**config.mk**
```make
export PLATFORM = sky130hd
export DESIGN_NAME = saddr_mex_sched
export DESIGN_NICKNAME = d
export VERILOG_FILES = /design/src/rtl/saddr_mex_sched_pkg.sv /design/src/rtl/saddr_miss_fifo.sv /design/src/rtl/saddr_mex_sched.sv
export SDC_FILE = /design/constraint.sdc
export NUM_CORES = 1
export LEC_CHECK = 0
export ABC_AREA = 1
export CAP_MARGIN = 20
export CORE_MARGIN = 1
export CORE_UTILIZATION = 35
export CTS_CLUSTER_SIZE = 10
export DETAILED_ROUTE_END_ITERATION = 12
export PLACE_DENSITY = 0.57
export SLEW_MARGIN = 20
export SYNTH_ARGS = -nofsm -noshare
export SYNTH_HDL_FRONTEND = slang
export SYNTH_SLANG_ARGS = --single-unit
```
**constraint.sdc**
```tcl
create_clock -name clk -period 8.8 [get_ports clk]
set_clock_uncertainty 0.05 [all_clocks]
set_input_delay 1.76 -clock clk [delete_from_list [all_inputs] [get_ports clk]]
set_output_delay 1.76 -clock clk [all_outputs]
set_load 0.1 [all_outputs]
```
**src/rtl/saddr_mex_sched_pkg.sv**
```systemverilog
// Shared types for the saddrcalc miss-replay scheduler: FSM states, queued miss
// entries and the page-number split of a virtual address.
package saddr_mex_sched_pkg;

  localparam int ADDR_W       = 44;
  localparam int ATTR_W       = 4;
  localparam int MEX_PAGE_LSB = 13;
  localparam int PAGE_W       = ADDR_W - MEX_PAGE_LSB;

  typedef enum logic [2:0] {
    IDLE, WREQ, WWAIT, HOLD, RPLY, CHECK, FAULT, DRAIN
  } sched_state_t;

  typedef struct packed {
    logic [ADDR_W-1:0] addr;
    logic [ATTR_W-1:0] attr;
    logic              thread;
  } miss_ent_t;

  function automatic logic [PAGE_W-1:0] page_of(input logic [ADDR_W-1:0] a);
    return a[ADDR_W-1:MEX_PAGE_LSB];
  endfunction

endpackage

```
**src/rtl/saddr_miss_fifo.sv**
```systemverilog
// Miss queue: DEPTH-entry circular buffer of miss_ent_t with flush. Exposes the
// head and the entry behind it so the scheduler can coalesce same-page replays.
module saddr_miss_fifo
  import saddr_mex_sched_pkg::*;
#(
  parameter int DEPTH = 4
) (
  input  logic                    clk,
  input  logic                    rst,
  input  logic                    push,
  input  logic                    pop,
  input  logic                    flush,
  input  miss_ent_t               din,
  output logic                    full,
  output logic                    empty,
  output logic [$clog2(DEPTH):0]  count,
  output miss_ent_t               head,
  output miss_ent_t               head_next
);

  localparam int AW = $clog2(DEPTH);
  localparam int CW = AW + 1;

  miss_ent_t         mem [DEPTH];
  logic [AW-1:0]     rd_ptr;
  logic [AW-1:0]     wr_ptr;
  logic [CW-1:0]     count_nxt;
  logic              do_push;
  logic              do_pop;

  assign do_push   = push && !full;
  assign do_pop    = pop && !empty;
  assign empty     = (count == '0);
  assign head      = mem[rd_ptr];
  assign head_next = mem[rd_ptr + AW'(1)];

  always_comb begin
    count_nxt = count;
    if (do_push && !do_pop)
      count_nxt = count + CW'(1);
    else if (!do_push && do_pop)
      count_nxt = count - CW'(1);
  end

  // Storage carries no reset; only entries between the pointers are ever read.
  always_ff @(posedge clk) begin
    if (do_push && !flush)
      mem[wr_ptr] <= din;
  end

  always_ff @(posedge clk or posedge rst) begin
    if (rst) begin
      rd_ptr <= '0;
      wr_ptr <= '0;
      count  <= '0;
      full   <= 1'b0;
    end else if (flush) begin
      rd_ptr <= '0;
      wr_ptr <= '0;
      count  <= '0;
      full   <= 1'b0;
    end else begin
      if (do_push)
        wr_ptr <= wr_ptr + AW'(1);
      if (do_pop)
        rd_ptr <= rd_ptr + AW'(1);
      count <= count_nxt;
      full  <= (count_nxt == CW'(DEPTH));
    end
  end

endmodule

```
**src/rtl/saddr_mex_sched.sv**
```systemverilog
// Miss-replay scheduler for saddrcalc: queues MLB misses, requests a page walk per
// miss, replays the address through the mex port and faults after bounded retries.
module saddr_mex_sched
  import saddr_mex_sched_pkg::*;
#(
  parameter int DEPTH     = 4,
  parameter int MAX_RETRY = 2
) (
  input  logic                clk,
  input  logic                rst,
  input  logic                except,
  input  logic                miss_en,
  input  logic [ADDR_W-1:0]   miss_addr,
  input  logic [ATTR_W-1:0]   miss_attr,
  input  logic                miss_thread,
  output logic                full,
  output logic                drop,
  output logic                walk_req,
  output logic [PAGE_W-1:0]   walk_page,
  output logic                walk_thread,
  input  logic                walk_ack,
  input  logic                walk_done,
  input  logic                walk_fault,
  output logic                bus_hold,
  output logic                mex_en,
  output logic [ADDR_W-1:0]   mex_addr,
  output logic [ATTR_W-1:0]   mex_attr,
  input  logic                mex_hit,
  output logic                rp_fault,
  output logic                rp_fault_thr,
  output logic                busy
);

  localparam int CW = $clog2(DEPTH) + 1;
  localparam int RW = $clog2(MAX_RETRY + 1);

  sched_state_t    state;
  sched_state_t    state_nxt;
  logic [RW-1:0]   retry;
  logic [RW-1:0]   retry_nxt;
  logic            push;
  logic            pop;
  logic            fifo_full;
  logic            fifo_empty;
  logic [CW-1:0]   count;
  logic            more;
  logic            same_page;
  miss_ent_t       din;
  miss_ent_t       head;
  miss_ent_t       head_next;
  miss_ent_t       src;
  logic            bus_hold_q;
  logic            mex_en_q;

  assign din  = '{addr: miss_addr, attr: miss_attr, thread: miss_thread};
  assign push = miss_en && !fifo_full && !except;
  assign full = fifo_full;
  assign busy = (state != IDLE) || !fifo_empty;

  // An entry pushed in the same cycle as a pop is not visible via head_next yet,
  // so "more" only counts entries already stored; IDLE picks up the rest.
  assign more      = (count > CW'(1));
  assign same_page = (page_of(head_next.addr) == page_of(head.addr)) &&
                     (head_next.thread == head.thread);

  assign bus_hold = bus_hold_q && !except;
  assign mex_en   = mex_en_q && !except;

  saddr_miss_fifo #(.DEPTH(DEPTH)) u_fifo (
    .clk       (clk),
    .rst       (rst),
    .push      (push),
    .pop       (pop),
    .flush     (except),
    .din       (din),
    .full      (fifo_full),
    .empty     (fifo_empty),
    .count     (count),
    .head      (head),
    .head_next (head_next)
  );

  always_comb begin
    state_nxt = state;
    retry_nxt = retry;
    pop       = 1'b0;
    if (except) begin
      retry_nxt = '0;
      // A walk already handed to the walker must be drained before reuse.
      if (state == WWAIT || (state == WREQ && walk_ack) || (state == DRAIN && !walk_done))
        state_nxt = DRAIN;
      else
        state_nxt = IDLE;
    end else begin
      case (state)
        IDLE:  if (!fifo_empty) state_nxt = WREQ;
        WREQ:  if (walk_ack) state_nxt = WWAIT;
        WWAIT: if (walk_done) state_nxt = walk_fault ? FAULT : HOLD;
        HOLD:  state_nxt = RPLY;
        RPLY:  state_nxt = CHECK;
        CHECK: begin
          if (mex_hit) begin
            pop       = 1'b1;
            retry_nxt = '0;
            if (more && same_page)
              state_nxt = HOLD;
            else if (more)
              state_nxt = WREQ;
            else
              state_nxt = IDLE;
          end else begin
            retry_nxt = retry + RW'(1);
            state_nxt = (retry_nxt == RW'(MAX_RETRY)) ? FAULT : WREQ;
          end
        end
        FAULT: begin
          pop       = 1'b1;
          retry_nxt = '0;
          state_nxt = more ? WREQ : IDLE;
        end
        DRAIN: if (walk_done) state_nxt = IDLE;
        default: state_nxt = IDLE;
      endcase
    end
    src = pop ? head_next : head;
  end

  // Outputs are registered from the next state, sourced from the entry that will
  // be at the head once this edge's pop has taken effect.
  always_ff @(posedge clk or posedge rst) begin
    if (rst) begin
      state        <= IDLE;
      retry        <= '0;
      drop         <= 1'b0;
      walk_req     <= 1'b0;
      walk_page    <= '0;
      walk_thread  <= 1'b0;
      bus_hold_q   <= 1'b0;
      mex_en_q     <= 1'b0;
      mex_addr     <= '0;
      mex_attr     <= '0;
      rp_fault     <= 1'b0;
      rp_fault_thr <= 1'b0;
    end else begin
      state        <= state_nxt;
      retry        <= retry_nxt;
      drop         <= miss_en && (fifo_full || except);
      walk_req     <= (state_nxt == WREQ);
      walk_page    <= (state_nxt == WREQ) ? page_of(src.addr) : '0;
      walk_thread  <= (state_nxt == WREQ) ? src.thread : 1'b0;
      bus_hold_q   <= (state_nxt == HOLD) || (state_nxt == RPLY) || (state_nxt == CHECK);
      mex_en_q     <= (state_nxt == RPLY);
      mex_addr     <= (state_nxt == RPLY) ? src.addr : '0;
      mex_attr     <= (state_nxt == RPLY) ? src.attr : '0;
      rp_fault     <= (state_nxt == FAULT);
      rp_fault_thr <= (state_nxt == FAULT) ? head.thread : 1'b0;
    end
  end

endmodule

```
# Yosys cells after proc, flatten, opt, wreduce, memory -nomap -nowiden
# Memories as Yosys holds them, arrays and structs flattened.
# Cells that the tools add are included.
# classes
bitwise	0
n_lt_le_gt_ge	1
muxes	34
reduce_logical	32
eq_ne	16
multipliers	0
div_mod_pow	0
shift	0
addsub	5
# op_table
cell	n
49-bit 2-to-1 mux	1
44-bit 2-to-1 mux	1
3-bit 2-to-1 mux	12
31-bit == test	1
31-bit 2-to-1 mux	1
3-bit == test, second input constant	8
3-bit case mux with 8 select lines	1
1-bit logical AND	14
2-bit 2-to-1 mux	7
3-bit by 2-bit == test with 1-bit output, second input constant	3
1-bit 2-to-1 mux	8
2-bit by 1-bit adder with 2-bit output, second input constant	3
3-bit by 1-bit == test with 1-bit output, second input constant	2
1-bit logical NOT	6
3-bit logical NOT	2
1-bit logical OR	6
3-bit nonzero test	2
4-bit 2-to-1 mux	1
2-bit case mux with 2 select lines	1
2-bit nonzero test	2
3-bit by 1-bit adder with 3-bit output, second input constant	1
3-bit by 1-bit > comparator with 1-bit output, second input constant	1
3-bit by 1-bit subtractor with 3-bit output, second input constant	1
2-bit == test, second input constant	1
2 further kinds	2
# totals
elab_cells	105
romBits	0
mem_bits_rw	196
output_inout_bits	88
mem_count	1
reg_bits	99
latch_bits	0
# mem_list
memory	words	word_bits	rd	rd_clocked_by_memory_dff	wr	line_no	source
u_fifo.mem	4	49	2	0	1	saddr_miss_fifo.sv:24	miss_ent_t mem [DEPTH];

# Longest topological paths before layout
# An unclocked memory read counts as a cell.
# logic_depth
word_depth	12
mapped_depth	22
depth_no_buf	18

# Modules after synthesis
# Synthesis repeated with hierarchy kept, for this count alone.
# hier_totals
hier_cells	1361
area_unflattened_um2	13389.1
# modules_own_cells
module	area_per_inst_um2	cells_each	instances	seq_area_each_um2
saddr_miss_fifo	9155.0	869	1	6085.8
saddr_mex_sched	4234.1	492	1	2277.2

# Least setup slack after synthesis
# No wires, ideal clock.
# synth_timing
path_kind	input-to-reg
from	input except
to	memory u_fifo.mem[0][0] (netlist name) (enable)
n_path_buf	1
slack_ps	3746
t_arrival_ps	4548
stages	4
path_cell_list	clkbuf_1 > nor3_1 > inv_1 > nor2_1
# synth_via
elab_chain_len	6
# synth_rtl
item	line_no	source
from (decl)	saddr_mex_sched.sv:11	input logic except,
1-bit logical NOT (*)	saddr_miss_fifo.sv:47, saddr_mex_sched.sv:56	
1-bit logical AND	saddr_mex_sched.sv:56	assign push = miss_en && !fifo_full && !except;
1-bit logical AND	saddr_miss_fifo.sv:31	assign do_push = push && !full;
1-bit logical AND (*)	saddr_miss_fifo.sv:47	if (do_push && !flush)
1-bit 2-to-1 mux (*)	saddr_miss_fifo.sv:47	
1-bit 2-to-1 mux (implied by the code) (*)	saddr_miss_fifo.sv:48	mem[wr_ptr] <= din;
to (decl)	saddr_miss_fifo.sv:24	
# Every way passes the cells marked *; elsewhere a longest branch is shown, timed or not.

# Worst setup path after layout
# layout_timing
from	input except
to	output mex_en
# layout_via
elab_chain_len	2
# layout_rtl
item	line_no	source
1-bit logical NOT	saddr_mex_sched.sv:67	assign mex_en = mex_en_q && !except;
1-bit logical AND	saddr_mex_sched.sv:67	
to (decl)	saddr_mex_sched.sv:25	output logic mex_en,
# Every way passes these cells.

==> summary.md <==
| Metric | Value |
|---|---|
| Outcome | `completed` |
| Worst setup margin | `3.23 ns` |
| DR vias | `10200` |
| Non-filler instance count after layout | `~2100` |
| Sequential cell area | `between 0.008 and 0.009 mm^2` |
| Leakage | `7.04 nW` |
| Hold Path Class | `reg -> reg` |
| Cells on worst reg2reg path | `16` |
| Final setup viols | `0` |
| WP data required | `6.99 ns` |
| Clock slew at reported path FFs | `0.06 ns` |
| CTS tree | `built` |
| CP Capture Point | `mex_en` |
| CP max-delay cell | `clkdlybuf4s50_1` |
| Multi-input logic area | `0.00441 mm^2` |
| Mux share of post-synthesis cell area | `0` |
| Mapped Area | `0.0135 mm^2` |
| Place WS | `3.18 ns` |
| Routed Antenna Nets | `0` |
| Crit. path cell count | `3` |
| Fillers | `3596` |
| IO Count | `~150` |
| Worst Setup End Kind | `output port` |
| WP buf/inv | `2` |
| Grt ovf | `0` |
| Worst skew pair latency | `0.52 ns` |
| Num rows | `71` |
| Worst stage delay on the critical path | `about 1.2 ns` |
| WL/cell | `16.2 um` |
| Complex-gate fraction of the synthesized area | `0.0802` |
| I/O Buffers | `144` |
| Slew HR | `0.295` |
| DRC | `0` |
| CTS root buf | `clkbuf_16` |
| Share of layout cells above drive strength 1 | `0.0458` |
| Crit path kind | `in -> out` |
| Cell count after placement | `between 2000 and 2500` |
| Setup bufs post-CTS | `0` |
| PostCTS Resize Cnt | `0` |
| Actual slew at the worst max-slew pin | `1.06 ns` |
| Crit-path cells | `clkdlybuf4s50_1 > nor2_1 > clkdlybuf4s50_1` |
| FF-to-FF Start | `u_fifo.rd_ptr[1]$_DFFE_PP0P_` |
| Syn Nets | `roughly 1500` |
| RSZ-0062 raised after global routing | `no` |
| Largest delay share family, worst path | `buffers and inverters` |
| VDD IR max | `roughly 120 uV` |
| FMAX | `179 MHz` |
| Critical Path Source | `except` |
| Power per cell area | `284 mW/mm^2` |
| Die span in y | `198 um` |
| Vias per cell | `4.82` |
| Chip width | `198 um` |
| Initial core utilization | `0.357` |
| Die area | `0.0393 mm^2` |
| Largest family of logic cells by synthesized area | `simple AND/OR/NAND/NOR gates` |
| Inserted Clock Buffers | `36` |
| Number of warnings issued by yosys | `0` |
| Yosys cell types | `36` |
| Clk buf depth | `3` |
| Hold Slack | `0.473 ns` |
| Area leader, netlist | `edfxtp_1` |
| Synth Register Bits | `around 300` |
| Dpl hpwl | `between 20000 and 25000 um` |
| Min Tclk post-route | `5.57 ns` |
| Via count of the first global-routing pass | `9553` |
| Total Routing Usage GR | `0.177` |
| RePlAce Congestion | `0.768` |
| Crit path max fanout | `11` |
| CP arrival | `about 3.8 ns` |
| Fin. max-slew vios | `0` |
| Seq/Total Area, Yosys | `0.621` |
| Initial antenna violation count | `8` |
| Post-Syn Area per Cell | `roughly 9 um^2` |
| First-pass DRT Iterations | `5` |
| Post-Synthesis Cells | `1455` |
| Design Power | `4.64 mW` |
| Post-CTS Hold Fix Bufs | `0` |
| R2r endpoint | `walk_page[4]$_DFF_PP0_` |
| Worst path most repeated cell | `clkdlybuf4s50_1` |
| Total wire length | `between 30000 and 40000 um` |
| Total of max-cap violations | `0` |
| Nets | `roughly 1600` |
| Setup TNS | `0 ns` |
| Top-area cell type share of the netlist area | `0.437` |
| P&R area growth vs syn | `21.4%` |
| Adder-Cell Fraction of Synth Area | `0.00836` |
| Synth Area in Simple Gates | `0.232` |
| Worst setup SP type | `input port` |
| First-pass GRT wire length | `53300 um` |
| Period utilization | `0.633` |
| CTS H-tree depth | `2` |
| Fin. Hold Viols | `0` |
| CTS Sinks | `approximately 300` |
| DRT iter0 DRCs | `roughly 730` |
| Flop-to-flop setup slack | `roughly 4 ns` |
| Largest net degree at the start of global routing | `100` |
| Top cells by area, synth | `edfxtp_1, dfrtp_1, nand2_1` |
| Core footprint | `around 0.038 mm^2` |
| XOR/XNOR Fraction of Synth Area | `0.00325` |
-- state kept, by name, summed over array words and instances (netlist names), 2 cells and up --
signal,count
u_fifo.mem,196
mex_addr,44
walk_page,31
mex_attr,4
state,3
u_fifo.count,3
retry,2
u_fifo.rd_ptr,2
u_fifo.wr_ptr,2
-- power breakdown --
group	internal, mW	switching (mW)	total (mW)
combinational	0.348	1.26	1.61
sequential	1.63	0.0658	1.70
clock	0.795	0.533	1.33
total	2.78	1.86	4.64
-- final cells by class --
class                   instances  area share
inverters                      94      0.0220
clock buffers                  55      0.0626
clock inverters                 4     0.00161
repair buffers                155      0.0932
well taps                     511      0.0391
multi-input cells             990       0.269
flip-flops and latches        295       0.512
diodes                          4    0.000612
-- cell usage after synthesis (all sizes together) --
master and n:
nor2 191, a31oi 14, edfxtp 196, nor3 4
a22oi 5, or2 1, inv 93, and2 1
a22o 1, o21bai 1, o32ai 1, o211ai 23
ha 9, nand3 84, dfrtp 99, xor2 5
clkinv 1, nand2 506, clkbuf 34, o21ai 88
o21a 1, o22ai 1, buf 42, a221o 1
a21oi 29, nand4 4, o221ai 17, nor4 2
nand3b 1
-- worst min-delay path by stage --
| stage | from | endpoint | slack [ns] | cells past startpoint |
|---|---|---|---|---|
| after detailed placement | retry[1]$_DFFE_PP0P_ | retry[1]$_DFFE_PP0P_ | 0.47 | 2 |
| after floorplan | retry[1]$_DFFE_PP0P_ | retry[1]$_DFFE_PP0P_ | 0.44 | 2 |
| after CTS | retry[1]$_DFFE_PP0P_ | retry[1]$_DFFE_PP0P_ | 0.48 | 2 |
| final | retry[1]$_DFFE_PP0P_ | retry[1]$_DFFE_PP0P_ | 0.47 | 2 |
| after global routing | retry[1]$_DFFE_PP0P_ | retry[1]$_DFFE_PP0P_ | 0.53 | 2 |
| after global placement | retry[1]$_DFFE_PP0P_ | retry[1]$_DFFE_PP0P_ | 0.47 | 2 |
-- per-layer routing --
layer / track usage / routed length, um / vias up
li1: - / - / 5046
met1: 0.235 / 15100 / 4715
met2: 0.283 / 15500 / 314
met3: 0.0416 / 2690 / 77
met4: 0.0600 / 903 / 8
met5: 0 / 45 / -
-- placed cells by master, fill, tap and decap left out, types with 4 or more instances in the layout --
cell,instances
nor2_1,186
diode_2,4
clkdlybuf4s50_1,144
buf_4,11
dfrtp_1,97
clkbuf_16,37
edfxtp_1,196
o21ai_0,88
nand4_1,4
ha_1,9
inv_1,89
nor3_1,4
nor2_4,4
o211ai_1,23
nand2_2,6
nand3_1,84
nand2_1,499
clkbuf_1,15
o221ai_1,17
a22oi_1,5
a21oi_1,29
a31oi_1,14
xor2_1,5
-- cells by family after synthesis --
group,after synthesis
and+or+nand+nor,794
DFF,295
AOI/OAI and AO/OA,182
buffers and inverters,170
adders and majority gates,9
xor gates and xnor gates,5
-- worst min-delay path, stage by stage (launching register included) --
cell,delay [ns]
dfrtp_1,0.32
inv_1,0.05
o32ai_1,0.11
-- per-stage QoR --
stage,utilization,instance area [um^2]
3_3_place_gp,0.405,15300
4_1_cts,0.433,16300
5_1_grt,0.433,16300
6_report,0.433,16400
2_1_floorplan,-,13500
3_5_place_dp,0.405,15300
Power figures use the tool's default switching activity.
